==> src/rtl/rob_squash_walker_if.sv <==
// Squash-recovery bus between branch resolve, ROB, map table, free list and the walker.
// master = the walker side, slave = the surrounding pipeline.
interface rob_squash_walker_if #(
  parameter int unsigned ROB_SZ    = 8,
  parameter int unsigned PHYS_REGS = 64,
  parameter int unsigned ARCH_REGS = 32
);
  localparam int unsigned IDX_W  = $clog2(ROB_SZ);
  localparam int unsigned TAG_W  = $clog2(PHYS_REGS);
  localparam int unsigned AREG_W = $clog2(ARCH_REGS);

  logic              squash_en;
  logic [IDX_W-1:0]  squash_rob_idx;
  logic [IDX_W-1:0]  rob_tail_idx;
  logic [IDX_W-1:0]  rob_rd_idx;
  logic [TAG_W-1:0]  rob_rd_t;
  logic [TAG_W-1:0]  rob_rd_t_old;
  logic [AREG_W-1:0] rob_rd_areg;
  logic              rob_rd_has_dest;
  logic              map_restore_en;
  logic [AREG_W-1:0] map_restore_areg;
  logic [TAG_W-1:0]  map_restore_tag;
  logic              fl_return_en;
  logic [TAG_W-1:0]  fl_return_tag;
  logic              rob_set_tail_en;
  logic [IDX_W-1:0]  rob_set_tail_idx;
  logic              stall_dispatch;
  logic              busy;

  modport master (
    input  squash_en, squash_rob_idx, rob_tail_idx,
    input  rob_rd_t, rob_rd_t_old, rob_rd_areg, rob_rd_has_dest,
    output rob_rd_idx, map_restore_en, map_restore_areg, map_restore_tag,
    output fl_return_en, fl_return_tag, rob_set_tail_en, rob_set_tail_idx,
    output stall_dispatch, busy
  );

  modport slave (
    output squash_en, squash_rob_idx, rob_tail_idx,
    output rob_rd_t, rob_rd_t_old, rob_rd_areg, rob_rd_has_dest,
    input  rob_rd_idx, map_restore_en, map_restore_areg, map_restore_tag,
    input  fl_return_en, fl_return_tag, rob_set_tail_en, rob_set_tail_idx,
    input  stall_dispatch, busy
  );
endinterface

==> src/rtl/rob_squash_walker.sv <==
// Branch-mispredict recovery: walks younger ROB entries youngest-first, restoring the
// map table and freeing tags, then rolls the ROB tail back to just past the branch.
module rob_squash_walker #(
  parameter int unsigned ROB_SZ    = 8,
  parameter int unsigned PHYS_REGS = 64,
  parameter int unsigned ARCH_REGS = 32
) (
  input  logic                clock,
  input  logic                reset,
  rob_squash_walker_if.master bus
);
  localparam int unsigned IDX_W  = $clog2(ROB_SZ);
  localparam int unsigned TAG_W  = $clog2(PHYS_REGS);
  localparam int unsigned AREG_W = $clog2(ARCH_REGS);

  typedef enum logic [1:0] {
    IDLE = 2'd0,
    WALK = 2'd1,
    DONE = 2'd2
  } state_e;

  state_e            state_q, state_d;
  logic [IDX_W-1:0]  cur_idx_q, cur_idx_d;
  logic [IDX_W-1:0]  stop_idx_q, stop_idx_d;

  logic [IDX_W-1:0]  rd_idx_c;
  logic              restore_en_c;
  logic [AREG_W-1:0] restore_areg_c;
  logic [TAG_W-1:0]  restore_tag_c;
  logic [TAG_W-1:0]  return_tag_c;
  logic              set_tail_en_c;
  logic [IDX_W-1:0]  set_tail_idx_c;
  logic              busy_c;

  always_ff @(posedge clock) begin
    if (reset) begin
      state_q    <= IDLE;
      cur_idx_q  <= '0;
      stop_idx_q <= '0;
    end else begin
      state_q    <= state_d;
      cur_idx_q  <= cur_idx_d;
      stop_idx_q <= stop_idx_d;
    end
  end

  // Next state and the per-cycle walk/rollback outputs.
  always_comb begin
    state_d        = state_q;
    cur_idx_d      = cur_idx_q;
    stop_idx_d     = stop_idx_q;
    rd_idx_c       = '0;
    restore_en_c   = 1'b0;
    restore_areg_c = '0;
    restore_tag_c  = '0;
    return_tag_c   = '0;
    set_tail_en_c  = 1'b0;
    set_tail_idx_c = '0;

    case (state_q)
      IDLE: begin
        if (bus.squash_en) begin
          stop_idx_d = IDX_W'(bus.squash_rob_idx + 1'b1);
          cur_idx_d  = IDX_W'(bus.rob_tail_idx - 1'b1);
          // Tail directly after the branch means nothing younger to undo.
          state_d    = (bus.rob_tail_idx == stop_idx_d) ? DONE : WALK;
        end
      end
      WALK: begin
        rd_idx_c       = cur_idx_q;
        restore_en_c   = bus.rob_rd_has_dest;
        restore_areg_c = bus.rob_rd_areg;
        restore_tag_c  = bus.rob_rd_t_old;
        return_tag_c   = bus.rob_rd_t;
        cur_idx_d      = IDX_W'(cur_idx_q - 1'b1);
        if (cur_idx_q == stop_idx_q) begin
          state_d = DONE;
        end
      end
      DONE: begin
        set_tail_en_c  = 1'b1;
        set_tail_idx_c = stop_idx_q;
        state_d        = IDLE;
      end
      default: begin
        state_d = IDLE;
      end
    endcase
  end

  assign busy_c = (state_q != IDLE);

  assign bus.rob_rd_idx       = rd_idx_c;
  assign bus.map_restore_en   = restore_en_c;
  assign bus.map_restore_areg = restore_areg_c;
  assign bus.map_restore_tag  = restore_tag_c;
  assign bus.fl_return_en     = restore_en_c;
  assign bus.fl_return_tag    = return_tag_c;
  assign bus.rob_set_tail_en  = set_tail_en_c;
  assign bus.rob_set_tail_idx = set_tail_idx_c;
  assign bus.busy             = busy_c;
  // Stall already in the resolve cycle so nothing dispatches behind the squash.
  assign bus.stall_dispatch   = bus.squash_en | busy_c;

endmodule
==> src/flat_wrapper.sv <==
// flat-port wrapper written by rule: the top's interface ports become plain ports
module rob_squash_walker_flat 
#(
  parameter int unsigned ROB_SZ    = 8,
  parameter int unsigned PHYS_REGS = 64,
  parameter int unsigned ARCH_REGS = 32
)
  (clock, reset, bus_squash_en, bus_squash_rob_idx, bus_rob_tail_idx, bus_rob_rd_t, bus_rob_rd_t_old, bus_rob_rd_areg, bus_rob_rd_has_dest, bus_rob_rd_idx, bus_map_restore_en, bus_map_restore_areg, bus_map_restore_tag, bus_fl_return_en, bus_fl_return_tag, bus_rob_set_tail_en, bus_rob_set_tail_idx, bus_stall_dispatch, bus_busy);
  rob_squash_walker_if #(.ROB_SZ(ROB_SZ), .PHYS_REGS(PHYS_REGS), .ARCH_REGS(ARCH_REGS)) bus_i ();
  input  logic clock;
  input  logic reset;
  input wire logic [$bits(bus_i.squash_en)-1:0] bus_squash_en;
  input wire logic [$bits(bus_i.squash_rob_idx)-1:0] bus_squash_rob_idx;
  input wire logic [$bits(bus_i.rob_tail_idx)-1:0] bus_rob_tail_idx;
  input wire logic [$bits(bus_i.rob_rd_t)-1:0] bus_rob_rd_t;
  input wire logic [$bits(bus_i.rob_rd_t_old)-1:0] bus_rob_rd_t_old;
  input wire logic [$bits(bus_i.rob_rd_areg)-1:0] bus_rob_rd_areg;
  input wire logic [$bits(bus_i.rob_rd_has_dest)-1:0] bus_rob_rd_has_dest;
  output wire logic [$bits(bus_i.rob_rd_idx)-1:0] bus_rob_rd_idx;
  output wire logic [$bits(bus_i.map_restore_en)-1:0] bus_map_restore_en;
  output wire logic [$bits(bus_i.map_restore_areg)-1:0] bus_map_restore_areg;
  output wire logic [$bits(bus_i.map_restore_tag)-1:0] bus_map_restore_tag;
  output wire logic [$bits(bus_i.fl_return_en)-1:0] bus_fl_return_en;
  output wire logic [$bits(bus_i.fl_return_tag)-1:0] bus_fl_return_tag;
  output wire logic [$bits(bus_i.rob_set_tail_en)-1:0] bus_rob_set_tail_en;
  output wire logic [$bits(bus_i.rob_set_tail_idx)-1:0] bus_rob_set_tail_idx;
  output wire logic [$bits(bus_i.stall_dispatch)-1:0] bus_stall_dispatch;
  output wire logic [$bits(bus_i.busy)-1:0] bus_busy;
  assign bus_i.squash_en = bus_squash_en;
  assign bus_i.squash_rob_idx = bus_squash_rob_idx;
  assign bus_i.rob_tail_idx = bus_rob_tail_idx;
  assign bus_i.rob_rd_t = bus_rob_rd_t;
  assign bus_i.rob_rd_t_old = bus_rob_rd_t_old;
  assign bus_i.rob_rd_areg = bus_rob_rd_areg;
  assign bus_i.rob_rd_has_dest = bus_rob_rd_has_dest;
  assign bus_rob_rd_idx = bus_i.rob_rd_idx;
  assign bus_map_restore_en = bus_i.map_restore_en;
  assign bus_map_restore_areg = bus_i.map_restore_areg;
  assign bus_map_restore_tag = bus_i.map_restore_tag;
  assign bus_fl_return_en = bus_i.fl_return_en;
  assign bus_fl_return_tag = bus_i.fl_return_tag;
  assign bus_rob_set_tail_en = bus_i.rob_set_tail_en;
  assign bus_rob_set_tail_idx = bus_i.rob_set_tail_idx;
  assign bus_stall_dispatch = bus_i.stall_dispatch;
  assign bus_busy = bus_i.busy;
  rob_squash_walker #(.ROB_SZ(ROB_SZ), .PHYS_REGS(PHYS_REGS), .ARCH_REGS(ARCH_REGS)) u_core (.clock(clock), .reset(reset), .bus(bus_i));
endmodule
==> config.mk <==
export PLATFORM = sky130hd
export DESIGN_NAME = rob_squash_walker_flat
export DESIGN_NICKNAME = d
export VERILOG_FILES = /design/src/rtl/rob_squash_walker_if.sv /design/src/rtl/rob_squash_walker.sv /design/src/flat_wrapper.sv
export SDC_FILE = /design/constraint.sdc
export NUM_CORES = 1
export LEC_CHECK = 0
export ABC_CLOCK_PERIOD_IN_PS = 4820
export BUFFER_PORTS_ARGS = -buffer_cell sky130_fd_sc_hd__buf_2
export CAP_MARGIN = 25
export CORE_ASPECT_RATIO = 0.9
export CORE_MARGIN = 4
export CORE_UTILIZATION = 42
export CTS_CLUSTER_DIAMETER = 150
export DETAILED_ROUTE_END_ITERATION = 8
export HOLD_SLACK_MARGIN = 0.15
export PLACE_DENSITY_LB_ADDON = 0.25
export SETUP_SLACK_MARGIN = 0.1
export SKIP_CTS_REPAIR_TIMING = 1
export SYNTH_ARGS = -nofsm -noshare
export SYNTH_HDL_FRONTEND = slang
export SYNTH_SLANG_ARGS = --single-unit
==> constraint.sdc <==
create_clock -name clock -period 4.82 [get_ports clock]
set_input_delay 0.241 -clock clock [delete_from_list [all_inputs] [get_ports clock]]
set_output_delay 0.241 -clock clock [all_outputs]
set_load 0.01 [all_outputs]
==> reports/results.ini <==
[status]
outcome=complete, no violations

[critical_path]
endpoint_kind=flip-flop
startpoint_type=flip-flop
worst-path-max-fanout=23
path_class=flip-flop to flip-flop
worstPathArrival_ns=2.38
path_cells=and2b_1, and2_1, a21oi_1, ha_1, or3_1, a21oi_1
cp_common_cell=a21oi_1
rr_endpoint=u_core.cur_idx_q[1]
worst_r2r_path_depth=6
slowest_delay_ns=0.53
regToRegStartpoint=u_core.state_q[0]
cp.required_ns=5.00
r2r_slack_ns=2.62
cp_slowest_cell=dfxtp_1
cp-startpoint=u_core.state_q[0]

[cts]
cts_tree=done
cts_inserted_buffers=3
insertion_delay_ns=0.26
cts_buffer_depth=2
clk_pin_slew_ns=0.06
htreeDepth=1
root_buffer=clkbuf_4
cts_sinks=8

[cells_and_area]
layout.nets=167
drive_above_1_share=0.463
fin_cells=158
n_antenna_cell=0
syn_to_final_growth_pct=39.6
regArea_um2=160
multiInputGateArea_um2=500
fillers=154

[route]
ant_nets=0
num_vias=742
avgViaCountPerCell=4.70
post_drt_wl_per_cell_um=12.2
wirelength_mm=1.92
drt_iter0_markers=17
first_pass_iters=4
drc=0

[timing]
fin_ws_ns=2.62
worst_pin_slew_ns=0.514
finalClockSkew_ns=0.00816
fmax_mhz=455
period_needed_ns=2.20
maxSlewViolCount=0
hold_violations=0
rsz0062_at_grt=false
finalCritPeriodShare=0.456
setup_violations=0
slew_headroom=0.657
fin_tns_setup_ns=0

[placement]
gp_congestion=0.749
io_buffers=54
dpl.hpwl_mm=1.63
pre_cts_ws_ns=2.64
dp_cells=155

[logic_synthesis]
ys_top_cells_by_area=dfxtp_1 (23%), and2_1 (21%), xnor2_1 (7.4%)
syn_area_um2=711
synth_top_area_share=0.225
avgSynthCellArea_um2=8.46
syn-num-nets=113
synth-seq-cells=8
synth_warnings=0
yosysSeqAreaShare=0.225
yosys.area.top_type=dfxtp_1
syn_inst=84
synth.distinct_cells=34

[run]
cap_viol_max_count=0

[power_and_ir_drop]
power.density_nw_per_um2=319
ir_drop_uv=175
p_leak_nw=0.544
power.total_w=0.000317

[worst_hold_path]
hold_depth=2
holdPathEnd=u_core.stop_idx_q[0]
hp-start=bus_squash_rob_idx[0]
hold_path_class=input port to flip-flop

[floorplan]
start_util=0.470
row_count=13
dieWidth_um=51.4
ios=55
dieHeight_um=47.0
core-area_um2=1510
die-area_um2=2420

[grt]
grt_usage=0.163
gr-total-overflow=0
grt_pass1_wl_mm=2.90
grt_pass1_vias=669
grt_use_met1=0.194
antenna_found_initial=0
grt_util_met3=0.0381
grt_start_max_net_pins=24
use_met2=0.282
busiest_layer=met2

## per-stage QoR
step / util / area, um2 / hold WS (ns)
6_report: 0.656 / 992 / 0.223
5_1_grt: 0.656 / 992 / 0.212
4_1_cts: 0.656 / 992 / 0.215
3_5_place_dp: 0.641 / 970 / 0.485
3_3_place_gp: 0.641 / 970 / 0.479
2_1_floorplan: - / 711 / 0.306
## worst max-delay path, delay by kind of cell (launching register included)
kind	cells	cell delay, ns
and+or+nand+nor	3	1.08
DFF	1	0.53
adders and majority gates	1	0.30
AOI/OAI and AO/OA	2	0.20
## worst max path at each step
stage / endpoint / slack (ns) / cells after the start
global route: u_core.cur_idx_q[1] / 2.41 / 6
CTS: u_core.cur_idx_q[1] / 2.61 / 6
finish: u_core.cur_idx_q[1] / 2.62 / 6
detailed placement: u_core.cur_idx_q[1] / 2.64 / 6
floorplan: u_core.cur_idx_q[1] / 3.08 / 8
global placement: u_core.cur_idx_q[2] / 2.81 / 7
## cell usage after synthesis
cell type and instances:
and2_1 24, nor3b_4 1, a21oi_2 1, xnor3_1 1
nand2b_1 1, o2111a_1 1, mux2i_1 1, a211oi_1 2
nand3_1 1, ha_1 2, xor2_1 1, and2_4 1
dfxtp_1 8, a211oi_2 2, buf_2 1, nor2_1 7
o21ai_1 1, or2_2 1, or2b_1 1, a41oi_1 1
buf_6 2, xnor2_1 6, a21o_1 1, o21ai_0 1
a31oi_1 2, a21oi_1 2, and3b_1 1, buf_4 1
inv_1 3, nor4_1 1, and2b_1 1, or3_1 2
a22o_1 1, clkbuf_1 1
## layout by cell type (no fill, tap or decap), drive strengths merged, types with 2 or more instances in the layout
cell / count
buf: 54
o21ai: 2
a211oi: 4
nor2: 7
xnor2: 6
inv: 3
clkbuf: 3
ha: 2
or3: 2
and2: 25
a31oi: 2
dfxtp: 8
a21oi: 3
## report_power, final
| group | switching [W] | internal [W] |
|---|---|---|
| clock network | 0.0000243 | 0.0000286 |
| logic | 0.0000799 | 0.0000833 |
| registers | 0.0000211 | 0.0000799 |
| total | 0.000125 | 0.000192 |
## cells by family after synthesis
logic type | after synthesis | share of synthesized area
AOI/OAI and AO/OA | 15 | 0.165
muxes | 1 | 0.0141
buffers and inverters | 8 | 0.0704
and+or+nand+nor | 42 | 0.372
DFF | 8 | 0.225
xor gates and xnor gates | 8 | 0.118
adders and majority gates | 2 | 0.0352
## flip-flops by register name, summed over array words and instances, names as in the netlist
register and flops:
u_core.state_q 2, u_core.stop_idx_q 3, u_core.cur_idx_q 3
## per-layer routing
metal,vias to the layer above,share of wire
li1,388,-
met1,330,0.38
met2,20,0.55
met3,4,0.056
met4,0,0.014
met5,-,0
## final cells by class
cell class | count | area share
Clock buffer | 3 | 0.0227
Inverter | 3 | 0.0113
Multi-Input combinational cell | 68 | 0.504
Sequential cell | 8 | 0.161
Tap cell | 22 | 0.0277
Timing Repair Buffer | 54 | 0.272
Note: power is estimated with default switching activity, not from simulation.
